## src/rtl/div_pkg.sv

```systemverilog
// Shared types and helpers for the divider front end.
package div_pkg;

    typedef enum logic [2:0] {
        IDLE,
        LAUNCH,
        SETTLE,
        WAIT,
        RESP
    } div_arb_state_t;

    function automatic int idx_w(input int nr);
        return (nr > 1) ? $clog2(nr) : 1;
    endfunction

endpackage

```

## src/rtl/rr_arb.sv

```systemverilog
// Round-robin grant picker: first set request strictly after the pointer, wrapping.
// Latency: purely combinational.
// Backpressure: none; the caller decides whether the grant is taken.
module rr_arb
    import div_pkg::*;
#(
    parameter  int NR = 3,
    localparam int IW = idx_w(NR)
) (
    input  logic [NR-1:0] req_i,
    input  logic [IW-1:0] ptr_i,
    output logic [NR-1:0] gnt_o,
    output logic [IW-1:0] gnt_idx_o
);

    logic found;

    always_comb begin
        gnt_o     = '0;
        gnt_idx_o = '0;
        found     = 1'b0;
        // Upper half above the pointer first, then wrap to the lowest index.
        for (int i = 0; i < NR; i++) begin
            if (!found && req_i[i] && (i > int'(ptr_i))) begin
                found     = 1'b1;
                gnt_o[i]  = 1'b1;
                gnt_idx_o = IW'(i);
            end
        end
        for (int i = 0; i < NR; i++) begin
            if (!found && req_i[i]) begin
                found     = 1'b1;
                gnt_o[i]  = 1'b1;
                gnt_idx_o = IW'(i);
            end
        end
    end

endmodule

```

## src/rtl/div_arb.sv

```systemverilog
// Round-robin front end sharing one iterative divider; DIV_ARB_DZ_BYPASS_EN answers d==0 locally.
// Latency: accept to rsp_valid is divider latency + 3 cycles (1 cycle for a bypassed d==0).
// Backpressure: one operation in flight; req_ready stays low until the response handshakes.
module div_arb
    import div_pkg::*;
#(
    parameter  int DW = 8,
    parameter  int NR = 3,
    localparam int IW = idx_w(NR)
) (
    input  logic             clk,
    input  logic             rst,
    input  logic [NR-1:0]    req_valid,
    output logic [NR-1:0]    req_ready,
    input  logic [NR*DW-1:0] req_n,
    input  logic [NR*DW-1:0] req_d,
    output logic             rsp_valid,
    input  logic             rsp_ready,
    output logic [IW-1:0]    rsp_id,
    output logic [DW-1:0]    rsp_q,
    output logic [DW-1:0]    rsp_r,
    output logic             rsp_dz,
    output logic             busy,
    output logic             div_start,
    input  logic             div_ready,
    output logic [DW-1:0]    div_n,
    output logic [DW-1:0]    div_d,
    input  logic [DW-1:0]    div_q,
    input  logic [DW-1:0]    div_r
);

    div_arb_state_t state_q, state_d;
    logic [IW-1:0]  ptr_q, ptr_d;
    logic [IW-1:0]  idx_q, idx_d;
    logic [DW-1:0]  opn_q, opn_d;
    logic [DW-1:0]  opd_q, opd_d;
    logic [DW-1:0]  quo_q, quo_d;
    logic [DW-1:0]  rem_q, rem_d;
`ifdef DIV_ARB_DZ_BYPASS_EN
    logic           dz_q, dz_d;
`endif

    logic [NR-1:0]  gnt;
    logic [IW-1:0]  gnt_idx;
    logic [DW-1:0]  sel_n, sel_d;

    rr_arb #(.NR(NR)) u_rr (
        .req_i     (req_valid),
        .ptr_i     (ptr_q),
        .gnt_o     (gnt),
        .gnt_idx_o (gnt_idx)
    );

    always_comb begin
        sel_n = '0;
        sel_d = '0;
        for (int i = 0; i < NR; i++) begin
            if (gnt[i]) begin
                sel_n = req_n[i*DW +: DW];
                sel_d = req_d[i*DW +: DW];
            end
        end
    end

    always_comb begin
        state_d   = state_q;
        ptr_d     = ptr_q;
        idx_d     = idx_q;
        opn_d     = opn_q;
        opd_d     = opd_q;
        quo_d     = quo_q;
        rem_d     = rem_q;
`ifdef DIV_ARB_DZ_BYPASS_EN
        dz_d      = dz_q;
`endif
        req_ready = '0;
        case (state_q)
            IDLE: begin
                req_ready = gnt;
                if (|(req_valid & gnt)) begin
                    ptr_d   = gnt_idx;
                    idx_d   = gnt_idx;
                    opn_d   = sel_n;
                    opd_d   = sel_d;
                    state_d = LAUNCH;
`ifdef DIV_ARB_DZ_BYPASS_EN
                    if (sel_d == '0) begin
                        quo_d   = '1;
                        rem_d   = sel_n;
                        dz_d    = 1'b1;
                        state_d = RESP;
                    end
`endif
                end
            end
            LAUNCH: state_d = SETTLE;
            // The divider may still show ready from the previous job here.
            SETTLE: state_d = WAIT;
            WAIT: begin
                if (div_ready) begin
                    quo_d   = div_q;
                    rem_d   = div_r;
`ifdef DIV_ARB_DZ_BYPASS_EN
                    dz_d    = 1'b0;
`endif
                    state_d = RESP;
                end
            end
            RESP: begin
                if (rsp_ready) state_d = IDLE;
            end
            default: state_d = IDLE;
        endcase
    end

    always_ff @(posedge clk or posedge rst) begin
        if (rst) begin
            state_q <= IDLE;
            ptr_q   <= IW'(NR - 1);
            idx_q   <= '0;
            opn_q   <= '0;
            opd_q   <= '0;
            quo_q   <= '0;
            rem_q   <= '0;
`ifdef DIV_ARB_DZ_BYPASS_EN
            dz_q    <= 1'b0;
`endif
        end else begin
            state_q <= state_d;
            ptr_q   <= ptr_d;
            idx_q   <= idx_d;
            opn_q   <= opn_d;
            opd_q   <= opd_d;
            quo_q   <= quo_d;
            rem_q   <= rem_d;
`ifdef DIV_ARB_DZ_BYPASS_EN
            dz_q    <= dz_d;
`endif
        end
    end

    assign rsp_valid = (state_q == RESP);
    assign busy      = (state_q != IDLE);
    assign div_start = (state_q == LAUNCH);
    assign rsp_id    = idx_q;
    assign rsp_q     = quo_q;
    assign rsp_r     = rem_q;
    assign div_n     = opn_q;
    assign div_d     = opd_q;
`ifdef DIV_ARB_DZ_BYPASS_EN
    assign rsp_dz    = dz_q;
`else
    assign rsp_dz    = 1'b0;
`endif

endmodule

```

## config.mk

```make
export PLATFORM = sky130hd
export DESIGN_NAME = div_arb
export DESIGN_NICKNAME = d
export VERILOG_FILES = /design/src/rtl/div_pkg.sv /design/src/rtl/rr_arb.sv /design/src/rtl/div_arb.sv
export SDC_FILE = /design/constraint.sdc
export NUM_CORES = 1
export LEC_CHECK = 0
export BUFFER_PORTS_ARGS = -buffer_cell sky130_fd_sc_hd__buf_2
export CORE_UTILIZATION = 40
export CTS_CLUSTER_DIAMETER = 100
export DETAILED_ROUTE_END_ITERATION = 10
export GPL_TIMING_DRIVEN = 0
export MAX_ROUTING_LAYER = met4
export PLACE_DENSITY = 0.83
export SLEW_MARGIN = 20
export SYNTH_ARGS = -nofsm -noshare
export SYNTH_HDL_FRONTEND = slang
export SYNTH_SLANG_ARGS = --single-unit
```

## constraint.sdc

```tcl
create_clock -name clk -period 1.5 [get_ports clk]
set_clock_uncertainty 0.05 [all_clocks]
set_input_delay 0.15 -clock clk [delete_from_list [all_inputs] [get_ports clk]]
set_output_delay 0.15 -clock clk [all_outputs]
set_load 0.1 [all_outputs]
```

Yosys cells after proc, flatten, opt, wreduce, memory -nomap -nowiden
Index checks and enable logic that the tools add are counted.
{"block": "word_totals", "elab_cells": 57, "out_inout_bits": 41, "in_bits": 71, "regBits": 39}
{"block": "classes", "reduce_logical": 16, "bitwise": 1, "n_lt_le_gt_ge": 2, "n_mux": 24, "eq_ne": 7}
{"op": "two-way mux 8 bit", "count": 6}
{"op": "one-hot mux 3 bit (5 select lines)", "count": 1}
{"op": "two-way mux 3 bit", "count": 4}
{"op": "two-way mux 1 bit", "count": 9}
{"op": "two-way mux 2 bit", "count": 4}
{"op": "== test 3 x 2 -> 1 bit, second input constant", "count": 2}
{"op": "logical AND 1 bit", "count": 6}
{"op": "zero test 1 bit", "count": 4}
{"op": "!= test 2 bit, second input constant", "count": 2}
{"op": "AND reduction 2 bit", "count": 2}
{"op": "bitwise AND 3 bit", "count": 1}
{"op": "== test 3 x 1 -> 1 bit, second input constant", "count": 1}
{"op": "== test 3 bit, second input constant", "count": 1}
{"op": "zero test 3 bit", "count": 1}
{"op": "AND reduction 3 bit", "count": 1}
{"op": "nonzero test 3 bit", "count": 1}
{"op": "OR reduction 3 bit", "count": 1}
{"op": "greater-than comparator 1 x 2 -> 1 bit, first input constant", "count": 1}
{"op": "greater-than comparator 2 bit, first input constant", "count": 1}
{"op": "!= test 2 x 1 -> 1 bit, second input constant", "count": 1}

Depth between registers and ports, before layout
{"block": "depth", "ltp_word": 20, "mapped_depth": 7, "ltp_nobuf": 4}

Cells and area by module
From an unflattened synthesis, not the netlist that was laid out.
{"block": "hier_totals", "cells_unflattened": 183, "area_unflattened_um2": 2052.0}
{"module": "div_arb", "instances": 1, "cells_per_inst": 171, "seq_area_each_um2": 952.2, "area_each_um2": 1971.9}
{"module": "rr_arb", "instances": 1, "cells_per_inst": 12, "seq_area_each_um2": 0.0, "area_each_um2": 80.1}

Worst setup path before layout
Ideal clock, no wire load.
{"block": "synth_timing", "path_kind": "reg2out", "start": "register state_q[0]", "end": "output port req_ready[0]", "path_stages_with_launch": 4, "path_buffers": 0, "slack_ns": -1.771, "arrival_ns": 3.071, "required_ns": 1.300, "path_cell_list": "dfrtp_1 nor3_2 inv_2 nor3_1"}
{"block": "synth_between", "elab_chain_cells": 2}
{"item": "from (decl)", "line_no": "div_arb.sv:32", "text": "div_arb_state_t state_q, state_d;"}
{"item": "from (signal assigned)", "line_no": "div_arb.sv:129", "text": "state_q <= state_d;"}
{"item": "zero test 3 bit", "line_no": "div_arb.sv:77", "text": "case (state_q)"}
{"item": "two-way mux 3 bit", "line_no": "div_arb.sv:77"}
{"item": "to (decl)", "line_no": "div_arb.sv:14", "text": "output logic [NR-1:0] req_ready,"}
Every way passes these cells.

Worst setup path after layout
{"block": "layout_timing", "start": "register ptr_q[1]", "end": "output port req_ready[1]"}
{"block": "layout_between", "elab_chain_cells": 14, "word_cells_on_any_way": 15, "classes_between": "order compare (2); mux (5); reduce/logical (8)"}
{"item": "from (decl)", "line_no": "div_arb.sv:33", "text": "logic [IW-1:0] ptr_q, ptr_d;"}
{"item": "from (signal assigned)", "line_no": "div_arb.sv:119", "text": "ptr_q <= IW'(NR - 1);"}
{"item": "from (signal assigned)", "line_no": "div_arb.sv:130", "text": "ptr_q <= ptr_d;"}
{"item": "greater-than comparator 1 x 2 -> 1 bit", "line_no": "rr_arb.sv:24", "text": "if (!found && req_i[i] && (i > int'(ptr_i))) begin"}
{"item": "logical AND 1 bit", "line_no": "rr_arb.sv:24"}
{"item": "two-way mux 1 bit", "line_no": "rr_arb.sv:24"}
{"item": "zero test 1 bit", "line_no": "rr_arb.sv:24"}
{"item": "logical AND 1 bit (2 in series)", "line_no": "rr_arb.sv:24"}
{"item": "two-way mux 1 bit", "line_no": "rr_arb.sv:24"}
{"item": "zero test 1 bit", "line_no": "rr_arb.sv:31", "text": "if (!found && req_i[i]) begin"}
{"item": "logical AND 1 bit", "line_no": "rr_arb.sv:31"}
{"item": "two-way mux 1 bit", "line_no": "rr_arb.sv:31"}
{"item": "zero test 1 bit", "line_no": "rr_arb.sv:31"}
{"item": "logical AND 1 bit", "line_no": "rr_arb.sv:31"}
{"item": "two-way mux 1 bit (*)", "line_no": "rr_arb.sv:31"}
{"item": "two-way mux 3 bit (*)", "line_no": "div_arb.sv:77"}
Every way passes the cells marked *; elsewhere a longest branch is shown, timed or not.

==> metrics.md <==
| Metric | Value |
|---|---|
| Outcome | complete, but fails checks |
| Failing checks | setup timing |
| Initial antenna violation count | 0 |
| DR iter-0 viols | 61 |
| Vias in the first global route | 2015 |
| Gpl congestion | 0.877 |
| Synth area leader | dfrtp_1 |
| Clock transition at path regs | 0.08 ns |
| Fin. max-slew vios | 0 |
| Post-layout nets | 422 |
| Initial Util | 42.7% |
| Max Freq | 0.546 GHz |
| Ys flop type | dfrtp_1 |
| Crit-path max FO | 2 |
| Syn Area/Cell | 10.2 um2 |
| Number of cell rows | 25 |
| Final period util | 122% |
| Clock Tree Root | clkbuf_8 |
| Final Hold Viols | 0 |
| Sequential area share after synthesis | 45.7% |
| Ant diodes | 0 |
| Top cell type's share of synthesized area | 44.4% |
| Port Buf Inserts | 110 |
| Remaining DRCs | 0 |
| DR WL/cell | 16.5 um |
| Final Setup Violations | 24 |
| Synth top area cells | dfrtp_1 44%, mux2_1 8.6%, nand2_1 6.1% |
| Critical Path Sink Type | output port |
| CTS Buf Count | 5 |
| Final core occ | 77.5% |
| Global-route wire length before repair | 9.32 mm |
| Post-synth EDFFs | 0 |
| WP data arrival | 1.63 ns |
| Post-synth ARST share | 100% |
| Hold Path Class | in -> reg |
| R2R depth | 6 |
| Storage element area | 957 um2 |
| Library cells used by synthesis | 37 |
| CORE AREA | 4880 um2 |
| Vias after detailed routing | 2153 |
| Synth Instances | 205 |
| Total grt overflow | 0 |
| Critical Setup Path Class | reg -> out |
| # IOs | 112 |
| Die X | 74.2 um |
| H-tree Lvls | 2 |
| CTS tree | done |
| Filler Cells Inserted | 322 |
| Post-Syn Area | 2080 um2 |
| Largest net degree at the start of global routing | 23 |
| Post-Route WL | 6.93 mm |
| Max-slew headroom | 62.7% |
| Area of the multi-input gates | 1370 um2 |
| DR pass1 iterations | 6 |
| Worst EP required | 1.30 ns |
| Post-DP Area | 2850 um2 |
| RSZ-0062 raised after global routing | yes |
| Warning count from the yosys run | 0 |
| Total of max-cap violations | 0 |
| Slew at the pin with the worst max-slew slack | 0.559 ns |
| Routed Antenna Nets | 0 |
| Via/cell ratio | 5.14 |
| #FFs+latches synth | 38 |
| Die height | 74.2 um |
| Synth Net Count | 276 |
| Post-route cell area | 3780 um2 |
| Minimum clock period | 1.83 ns |
| Area growth from synthesis to layout | 81.4% |
| Overall Global Routing Usage | 23.4% |
| DPL Wire Length | 4.04 mm |
| Worst setup margin | -0.333 ns |
| Longest Clk Path Bufs | 2 |
| CTS Sinks | 38 |
| Hold depth | 2 |
| Skew-Pair Late Insertion Delay | 0.28 ns |
| Share of layout cells above drive strength 1 | 70.7% |
| Crit path launch type | register |
| Die area | 5500 um2 |
## metal layers
layer	share of wire, %	up-vias	track usage, %
met5	0	-	-
met4	1.6	0	7.48
met3	4.6	14	3.39
met2	52	92	39.9
met1	41	1033	28.3
li1	-	1014	-
## cell usage in the layout (no fill, tap or decap), drive strengths merged, types with 2 or more instances in the layout
master,count
nand2,34
bufinv,2
dfrtp,37
a31oi,16
dlygate4sd3,2
o21ai,2
clkbuf,10
inv,5
a21oi,17
nor2,23
nor3,3
buf,151
nor3b,2
mux2,16
nand2b,2
o31ai,17
a21o,2
## cell type report
class,count,share of cell area [%]
Multi-Input combinational cell,144,36.2
Timing Repair Buffer,144,27.6
Sequential cell,38,25.3
Buffer,13,4.14
Tap cell,67,2.22
Clock buffer,6,2.18
Clock inverter,2,1.59
Inverter,5,0.695
## kinds of logic (layout without fill, tap and decap cells)
logic type	after synthesis	count (layout)	share of synthesized area, %
AO/OA/AOI/OAI	57	57	19.7
buffers and inverters	23	170	7.08
flip-flops	38	38	45.7
multiplexers	17	17	9.12
other	1	1	0.180
AND/OR/NAND/NOR	69	69	18.2
## registers in the layout, summed over array words and instances, names as in the netlist
register / cells
rsp_q: 8
div_d: 8
div_n: 8
rsp_id: 1
rsp_r: 8
ptr_q: 2
state_q: 3
## synthesized netlist by cell type (all sizes together), types with 2 or more instances
cell type and number:
dfrtp 37, nand2 34, nor2 23, a21oi 17, o31ai 17, a31oi 16, mux2 16, buf 14
inv 5, clkbuf 4, nor3 3, a21o 2, nand2b 2, nor3b 2, o21ai 2
## per-stage QoR
| step | hold slack, ns | TNS [ns] | std cells | setup WS (ns) |
|---|---|---|---|---|
| after global routing | 0.0414 | -4.11 | 419 | -0.367 |
| after floorplan | 0.191 | -2.58 | 205 | -0.408 |
| after CTS | 0.0203 | -3.13 | 409 | -0.400 |
| after detailed placement | 0.111 | -7.88 | 383 | -0.582 |
| final | 0.0493 | -2.81 | 419 | -0.333 |
| after global placement | 0.283 | -8.99 | 382 | -0.556 |
## critical path, cell delays in order, from the launching register on
cell and delay (ns):
dfstp_2 0.55, buf_6 0.10, nor3b_4 0.04, a31o_4 0.23, buf_12 0.12, and2_4 0.13
buf_12 0.16
## final timing paths
path                            slack, ns            to        from
worst max-delay path                -0.33  req_ready[1]    ptr_q[1]
worst max register to register      -0.15      div_n[4]  state_q[0]
min in group asynchronous            0.35      div_d[4]         rst
worst min-delay path                 0.05      rsp_q[5]    div_q[5]
max in group asynchronous            0.53      ptr_q[1]         rst
worst min register to register       0.43      div_d[2]    div_d[2]
## timing repair
action | in CTS | in global routing
cloned | 2 | 4
hold buffers | 2 | 0
resized for setup | 56 | 65
endpoints found under the hold margin | 17 | 0
buffers inserted | 17 | 10
pin swaps | 9 | 9
setup endpoints to repair | 34 | 40
Power is left out: the tool's default activity adds up to more than one toggle a clock period on the data nets, which glitch-free logic cannot reach.
